--- src/rtl/imem_pkg.sv ---
// Shared types and helpers for the loadable instruction memory.
// Build with IMEM_PARITY_EN defined to store and check a parity bit per word.
package imem_pkg;

   typedef enum logic {
      S_LOAD = 1'b0,
      S_RUN  = 1'b1
   } state_t;

   typedef enum logic [1:0] {
      ERR_OK       = 2'b00,
      ERR_MISALIGN = 2'b01,
      ERR_RANGE    = 2'b10,
      ERR_PARITY   = 2'b11
   } rsp_err_t;

   localparam int PAR_MAX_W = 64;

   // Bit that makes the total number of ones (word + bit) even.
   function automatic logic even_parity(input logic [PAR_MAX_W-1:0] word);
      return ^word;
   endfunction

endpackage

--- src/rtl/imem_fetch_port_if.sv ---
// Loader, reload control and fetch request/response signals of the instruction memory.
// IMEM_PARITY_EN adds the ld_par_flip fault-injection input.
interface imem_fetch_port_if
   import imem_pkg::*;
#(
   parameter int ADDR_WIDTH = 32,
   parameter int DATA_WIDTH = 32
);
   // Every channel is valid/ready: a beat transfers on a rising edge where both are high; the
   // source holds its payload stable while valid is high and ready is low.
   logic                  ld_valid;
   logic [DATA_WIDTH-1:0] ld_data;
   logic                  ld_last;
   logic                  ld_ready;
`ifdef IMEM_PARITY_EN
   logic                  ld_par_flip;
`endif
   logic                  reload;
   logic                  loaded;
   logic                  req_valid;
   logic [ADDR_WIDTH-1:0] req_addr;
   logic                  req_ready;
   logic                  rsp_valid;
   logic [DATA_WIDTH-1:0] rsp_data;
   rsp_err_t              rsp_err;
   logic                  rsp_ready;

   modport slave (
      input  ld_valid, ld_data, ld_last,
`ifdef IMEM_PARITY_EN
      input  ld_par_flip,
`endif
      input  reload, req_valid, req_addr, rsp_ready,
      output ld_ready, loaded, req_ready, rsp_valid, rsp_data, rsp_err
   );

   modport master (
      output ld_valid, ld_data, ld_last,
`ifdef IMEM_PARITY_EN
      output ld_par_flip,
`endif
      output reload, req_valid, req_addr, rsp_ready,
      input  ld_ready, loaded, req_ready, rsp_valid, rsp_data, rsp_err
   );

endinterface

--- src/rtl/imem_array.sv ---
// DEPTH x WIDTH word storage: synchronous write, synchronous read with read enable.
// The read register holds its value while re is low; contents are never reset.
module imem_array #(
   parameter int DEPTH = 64,
   parameter int WIDTH = 32,
   parameter int IDX_W = 6
) (
   input  logic             clk,
   input  logic             we,
   input  logic [IDX_W-1:0] waddr,
   input  logic [WIDTH-1:0] wdata,
   input  logic             re,
   input  logic [IDX_W-1:0] raddr,
   output logic [WIDTH-1:0] rdata
);

   logic [WIDTH-1:0] mem [DEPTH];

   always_ff @(posedge clk) begin
      if (we) mem[waddr] <= wdata;
      if (re) rdata <= mem[raddr];
   end

endmodule

--- src/rtl/imem_fetch_port.sv ---
// Loadable instruction memory: sequential loader, LOAD/RUN FSM and a 1-cycle valid/ready fetch port.
// IMEM_PARITY_EN enables per-word parity storage and checking.
module imem_fetch_port
   import imem_pkg::*;
#(
   parameter int ADDR_WIDTH = 32,
   parameter int DATA_WIDTH = 32,
   parameter int DEPTH      = 64
) (
   input  logic               clk,
   input  logic               rst_n,
   imem_fetch_port_if.slave   bus,
   output state_t             dbg_state
);

   localparam int IDX_W = (DEPTH > 1) ? $clog2(DEPTH) : 1;
`ifdef IMEM_PARITY_EN
   localparam int MEM_W = DATA_WIDTH + 1;
`else
   localparam int MEM_W = DATA_WIDTH;
`endif

   state_t           state_q, state_d;
   logic [IDX_W-1:0] wp_q, wp_d;
   logic             reload_pend_q, reload_pend_d;
   logic             rsp_valid_q, rsp_valid_d;
   rsp_err_t         addr_err_q, addr_err_d;
   logic             data_ok_q, data_ok_d;

   logic                  rsp_free, ld_fire, req_fire, rsp_fire, re;
   logic [ADDR_WIDTH-1:0] req_idx;
   rsp_err_t              req_err;
   logic [MEM_W-1:0]      wdata, rdata;

   assign rsp_free      = !rsp_valid_q || bus.rsp_ready;
   assign bus.ld_ready  = (state_q == S_LOAD);
   assign bus.loaded    = (state_q == S_RUN);
   // No new fetch is taken once a reload has been requested.
   assign bus.req_ready = (state_q == S_RUN) && rsp_free && !bus.reload && !reload_pend_q;
   assign ld_fire       = bus.ld_valid && bus.ld_ready && !bus.reload;
   assign req_fire      = bus.req_valid && bus.req_ready;
   assign rsp_fire      = rsp_valid_q && bus.rsp_ready;
   assign req_idx       = bus.req_addr >> 2;
   assign dbg_state     = state_q;

   always_comb begin
      req_err = ERR_OK;
      if (bus.req_addr[1:0] != 2'b00)            req_err = ERR_MISALIGN;
      else if (req_idx >= ADDR_WIDTH'(DEPTH))    req_err = ERR_RANGE;
   end

   always_comb begin
      state_d       = state_q;
      wp_d          = wp_q;
      reload_pend_d = reload_pend_q;
      case (state_q)
         S_LOAD: begin
            if (bus.reload) begin
               wp_d = '0;
            end else if (ld_fire) begin
               wp_d = wp_q + 1'b1;
               if (bus.ld_last || wp_q == IDX_W'(DEPTH - 1)) state_d = S_RUN;
            end
         end
         S_RUN: begin
            if ((bus.reload || reload_pend_q) && rsp_free) begin
               state_d       = S_LOAD;
               wp_d          = '0;
               reload_pend_d = 1'b0;
            end else if (bus.reload) begin
               reload_pend_d = 1'b1;
            end
         end
         default: state_d = S_LOAD;
      endcase
   end

   always_comb begin
      rsp_valid_d = rsp_valid_q;
      addr_err_d  = addr_err_q;
      data_ok_d   = data_ok_q;
      if (req_fire) begin
         rsp_valid_d = 1'b1;
         addr_err_d  = req_err;
         data_ok_d   = (req_err == ERR_OK);
      end else if (rsp_fire) begin
         rsp_valid_d = 1'b0;
      end
   end

   always_ff @(posedge clk or negedge rst_n) begin
      if (!rst_n) begin
         state_q       <= S_LOAD;
         wp_q          <= '0;
         reload_pend_q <= 1'b0;
         rsp_valid_q   <= 1'b0;
         addr_err_q    <= ERR_OK;
         data_ok_q     <= 1'b0;
      end else begin
         state_q       <= state_d;
         wp_q          <= wp_d;
         reload_pend_q <= reload_pend_d;
         rsp_valid_q   <= rsp_valid_d;
         addr_err_q    <= addr_err_d;
         data_ok_q     <= data_ok_d;
      end
   end

   // The array is read only for in-range aligned requests, so a stalled response stays put.
   assign re = req_fire && (req_err == ERR_OK);

`ifdef IMEM_PARITY_EN
   assign wdata = {even_parity(PAR_MAX_W'(bus.ld_data)) ^ bus.ld_par_flip, bus.ld_data};
`else
   assign wdata = bus.ld_data;
`endif

   imem_array #(
      .DEPTH (DEPTH),
      .WIDTH (MEM_W),
      .IDX_W (IDX_W)
   ) u_array (
      .clk   (clk),
      .we    (ld_fire),
      .waddr (wp_q),
      .wdata (wdata),
      .re    (re),
      .raddr (bus.req_addr[IDX_W+1:2]),
      .rdata (rdata)
   );

   assign bus.rsp_valid = rsp_valid_q;
   assign bus.rsp_data  = data_ok_q ? rdata[DATA_WIDTH-1:0] : '0;

   always_comb begin
      bus.rsp_err = addr_err_q;
`ifdef IMEM_PARITY_EN
      if (data_ok_q && (even_parity(PAR_MAX_W'(rdata[DATA_WIDTH-1:0])) != rdata[DATA_WIDTH]))
         bus.rsp_err = ERR_PARITY;
`endif
   end

endmodule

--- src/flat_wrapper.sv ---
// flat-port wrapper written by rule: the top's interface ports become plain ports
module imem_fetch_port_flat import imem_pkg::*;
#(
   parameter int ADDR_WIDTH = 32,
   parameter int DATA_WIDTH = 32,
   parameter int DEPTH      = 64
)
  (clk, rst_n, dbg_state, bus_ld_valid, bus_ld_data, bus_ld_last, bus_reload, bus_req_valid, bus_req_addr, bus_rsp_ready, bus_ld_ready, bus_loaded, bus_req_ready, bus_rsp_valid, bus_rsp_data, bus_rsp_err);
  imem_fetch_port_if #(.ADDR_WIDTH(ADDR_WIDTH), .DATA_WIDTH(DATA_WIDTH)) bus_i ();
  input  logic clk;
  input  logic rst_n;
  output state_t dbg_state;
  input wire logic [$bits(bus_i.ld_valid)-1:0] bus_ld_valid;
  input wire logic [$bits(bus_i.ld_data)-1:0] bus_ld_data;
  input wire logic [$bits(bus_i.ld_last)-1:0] bus_ld_last;
  input wire logic [$bits(bus_i.reload)-1:0] bus_reload;
  input wire logic [$bits(bus_i.req_valid)-1:0] bus_req_valid;
  input wire logic [$bits(bus_i.req_addr)-1:0] bus_req_addr;
  input wire logic [$bits(bus_i.rsp_ready)-1:0] bus_rsp_ready;
  output wire logic [$bits(bus_i.ld_ready)-1:0] bus_ld_ready;
  output wire logic [$bits(bus_i.loaded)-1:0] bus_loaded;
  output wire logic [$bits(bus_i.req_ready)-1:0] bus_req_ready;
  output wire logic [$bits(bus_i.rsp_valid)-1:0] bus_rsp_valid;
  output wire logic [$bits(bus_i.rsp_data)-1:0] bus_rsp_data;
  output wire logic [$bits(bus_i.rsp_err)-1:0] bus_rsp_err;
  assign bus_i.ld_valid = bus_ld_valid;
  assign bus_i.ld_data = bus_ld_data;
  assign bus_i.ld_last = bus_ld_last;
  assign bus_i.reload = bus_reload;
  assign bus_i.req_valid = bus_req_valid;
  assign bus_i.req_addr = bus_req_addr;
  assign bus_i.rsp_ready = bus_rsp_ready;
  assign bus_ld_ready = bus_i.ld_ready;
  assign bus_loaded = bus_i.loaded;
  assign bus_req_ready = bus_i.req_ready;
  assign bus_rsp_valid = bus_i.rsp_valid;
  assign bus_rsp_data = bus_i.rsp_data;
  assign bus_rsp_err = bus_i.rsp_err;
  imem_fetch_port #(.ADDR_WIDTH(ADDR_WIDTH), .DATA_WIDTH(DATA_WIDTH), .DEPTH(DEPTH)) u_core (.clk(clk), .rst_n(rst_n), .bus(bus_i), .dbg_state(dbg_state));
endmodule
--- config.mk ---
export PLATFORM = sky130hd
export DESIGN_NAME = imem_fetch_port_flat
export DESIGN_NICKNAME = d
export VERILOG_FILES = /design/src/rtl/imem_pkg.sv /design/src/rtl/imem_fetch_port_if.sv /design/src/rtl/imem_array.sv /design/src/rtl/imem_fetch_port.sv /design/src/flat_wrapper.sv
export SDC_FILE = /design/constraint.sdc
export NUM_CORES = 2
export LEC_CHECK = 0
export BUFFER_PORTS_ARGS = -buffer_cell sky130_fd_sc_hd__buf_2
export CORE_UTILIZATION = 65
export CTS_CLUSTER_DIAMETER = 60
export DETAILED_ROUTE_END_ITERATION = 7
export PLACE_DENSITY = 0.82
export SETUP_SLACK_MARGIN = 0.3
export SYNTH_ARGS = -nofsm -noshare
export SYNTH_HDL_FRONTEND = slang
export SYNTH_SLANG_ARGS = --single-unit
--- constraint.sdc ---
create_clock -name clk -period 6.72 [get_ports clk]
set_input_delay 2.016 -clock clk [delete_from_list [all_inputs] [get_ports clk]]
set_output_delay 2.016 -clock clk [all_outputs]
set_load 0.005 [all_outputs]
==> results.json <==
{
  "hold_buffers": 0,
  "synth_top_area_share_pct": 78.2,
  "cp_max_fo": 4,
  "ys.flop_type": "edfxtp_1",
  "die_area_um2": 124000,
  "dieHeight_um": 353,
  "ctsResizeCount": 0,
  "slew_headroom_pct": 1.77,
  "cts.sinks": 2092,
  "netlist_area_um2": 79900,
  "synth_fa_ha_area_share_pct": 0.0157,
  "synth_edf_count": 2080,
  "rows": 128,
  "cts-htree-levels": 4,
  "start_util_pct": 65.6,
  "coreArea_um2": 122000,
  "async_flop_share_pct": 0.574,
  "timing.final.crit_share_pct": 69.1,
  "clockBufferDepth": 3,
  "grt_pass1_vias": 42300,
  "grt_pass1_wl_um": 309000,
  "synthTopCellsByCount": "edfxtp_1, mux4_2, mux2i_1",
  "critical_path.startpoint_type": "input pin",
  "min_path_cells": 2,
  "synth_compound_area_share_pct": 3.19,
  "finish.net_count": 3940,
  "ant_nets": 0,
  "regArea_um2": 62800,
  "cts_tree": "built",
  "cp_num_buf_inv": 2,
  "synth_cells": 3624,
  "end_kind": "output pin",
  "dp_hpwl_um": 114000,
  "cpMostUsedCell": "buf_2",
  "grt_max_degree": 107,
  "slowest_stage": "and3_1",
  "synthMuxAreaShare_pct": 15.2,
  "finalSetupTns_ns": 0,
  "cap_violations": 0,
  "maxSlewViolCount": 0,
  "leakage_nw": 28.8,
  "finalClockSkew_ns": 0.0270,
  "antenna_found_initial": 17,
  "vias_per_cell": 7.54,
  "seq_area_frac_synth_pct": 78.5,
  "clock.fmax_mhz": 215,
  "syn_nets": 3696,
  "cp_cell_sequence": "buf_2 -> nor2_1 -> and3_1 -> buf_2",
  "path_depth": 4,
  "crit_required_ns": 4.70,
  "synth.distinct_cells": 41,
  "final_util_pct": 73.8,
  "hold_viol_final": 0,
  "power_density_nw_per_um2": 302,
  "hp-class": "register to register",
  "gr-total-overflow": 0,
  "synth_top_family_by_area": "multiplexers",
  "syn_avg_cell_area_um2": 22.1,
  "cpLargestDelayFamily": "simple AND/OR/NAND/NOR gates",
  "syn_to_final_growth_pct": 12.5,
  "setup_viol": 0,
  "critPathKind": "input pin to output pin",
  "initialDrtViolationCount": 8101,
  "drc": 0,
  "ff2ff_path_depth": 6,
  "crit_arrival_ns": 2.63,
  "synthXorXnorAreaFrac_pct": 0,
  "cpPeakStageDelay_ns": 0.19,
  "vias": 42700,
  "grtUsageTotal_pct": 35.7,
  "finalCriticalPeriod_ns": 4.64,
  "rsz0062_at_grt": "false",
  "io_pins": 110,
  "synthSimpleGateAreaFrac_pct": 1.70,
  "yosys-top-cells-area": "edfxtp_1, mux4_2, mux2i_1",
  "peakVddDrop_uv": 308,
  "wl_per_cell_um": 38.7,
  "tightest_slew_ns": 1.47,
  "drtPass1Iterations": 6,
  "multi_input_area_um2": 16600,
  "die_w_um": 353,
  "cts_buffers": 193,
  "ys_seq_elements": 2092,
  "port_buffers": 109,
  "clk-insertion-delay-late_ns": 0.84,
  "layout-drive-gt1-share_pct": 26.9,
  "synth_top_cell_by_area": "edfxtp_1",
  "root_buffer": "clkbuf_16",
  "cts.clk_slew.worst_paths_ns": 0.06,
  "gp_congestion": 0.854,
  "status": "finished clean",
  "nFillCells": 5982,
  "yosysMostFrequentCell": "edfxtp_1",
  "drt-total-wl_um": 219000,
  "post_cts_buffers": 0,
  "yosys_warnings": 0
}
-- state kept, by name, summed over array words and instances (netlist names) --
signal	cells
u_core.u_array.mem	2048
u_core.bus.loaded	1
u_core.data_ok_q	1
u_core.wp_q	6
u_core.u_array.rdata	32
u_core.bus.rsp_valid	1
u_core.reload_pend_q	1
u_core.bus.rsp_err	2
-- tightest hold or removal path, stage by stage, from the launching register on --
cell and delay, ns:
dfrtp_1 0.37, inv_1 0.05, a21boi_0 0.06
-- metal layers --
| layer | part of all wire [%] | track usage, % |
|---|---|---|
| met1 | 33 | 48.8 |
| met4 | 5.7 | 17.4 |
| met3 | 14 | 8.39 |
| met5 | 0.039 | 0 |
| met2 | 47 | 55.1 |
-- final cells by class --
class,count,area share [%]
clock inverters,125,1.57
flip-flops and latches,2092,69.8
multi-input cells,1320,18.5
diodes,4,0.0111
inverters,3,0.0125
repair buffers,258,2.09
clock buffers,236,5.74
well taps,1625,2.26
-- through the flow --
stage	cells	cell area (um^2)	setup slack (ns)	total power, W	hold slack [ns]
floorplan	3624	79900	1.53	0.0153	0.473
global placement	5298	83300	1.55	0.0159	0.510
detailed placement	5298	83300	1.50	0.0159	0.515
CTS	5659	89900	1.94	0.0271	0.530
global route	5659	89900	2.00	0.0276	0.558
finish	5663	89900	2.08	0.0271	0.528
-- logic make-up after synthesis --
kind of cell / count (synthesis)
adders and majority gates: 1
AOI/OAI and AO/OA: 355
muxes: 672
and+or+nand+nor: 292
buffers and inverters: 212
DFF: 2092
-- cells in the final DEF (no fill, tap or decap), drive strengths merged, types with 4 or more instances in the layout --
| master | count |
|---|---|
| a221o | 10 |
| a221oi | 63 |
| a22o | 14 |
| a22oi | 131 |
| and2 | 34 |
| and3 | 9 |
| buf | 258 |
| bufinv | 28 |
| clkbuf | 236 |
| clkinv | 87 |
| clkinvlp | 5 |
| dfrtp | 12 |
| diode | 4 |
| edfxtp | 2080 |
| inv | 8 |
| mux2 | 20 |
| mux2i | 218 |
| mux4 | 434 |
| nand2 | 62 |
| nand2b | 7 |
| nand3 | 41 |
| nor2 | 113 |
| nor2b | 8 |
| nor4 | 6 |
| o211ai | 28 |
| o21ai | 88 |
| o22ai | 10 |
-- worst paths after layout --
path,start,endpoint,slack (ns)
setup / recovery,bus_reload,bus_req_ready,2.08
hold / removal,u_core.bus.rsp_err[0]$_DFFE_PN0P_,u_core.bus.rsp_err[0]$_DFFE_PN0P_,0.53
setup reg to reg,u_core.bus.loaded$_DFF_PN0_,u_core.u_array.mem[24][21]$_DFFE_PP_,3.18
hold reg to reg,u_core.bus.rsp_err[0]$_DFFE_PN0P_,u_core.bus.rsp_err[0]$_DFFE_PN0P_,0.53
max in group asynchronous,rst_n,u_core.data_ok_q$_DFFE_PN0P_,5.33
min in group asynchronous,rst_n,u_core.reload_pend_q$_DFFE_PN0P_,1.10
-- power by group --
group | switching [W] | leakage, nW | internal, W
Clock | 0.00488 | 3.23 | 0.00655
Sequential | 0.0000161 | 18.9 | 0.0144
Combinational | 0.000860 | 6.69 | 0.000428
(Power assumes the default switching activity.)
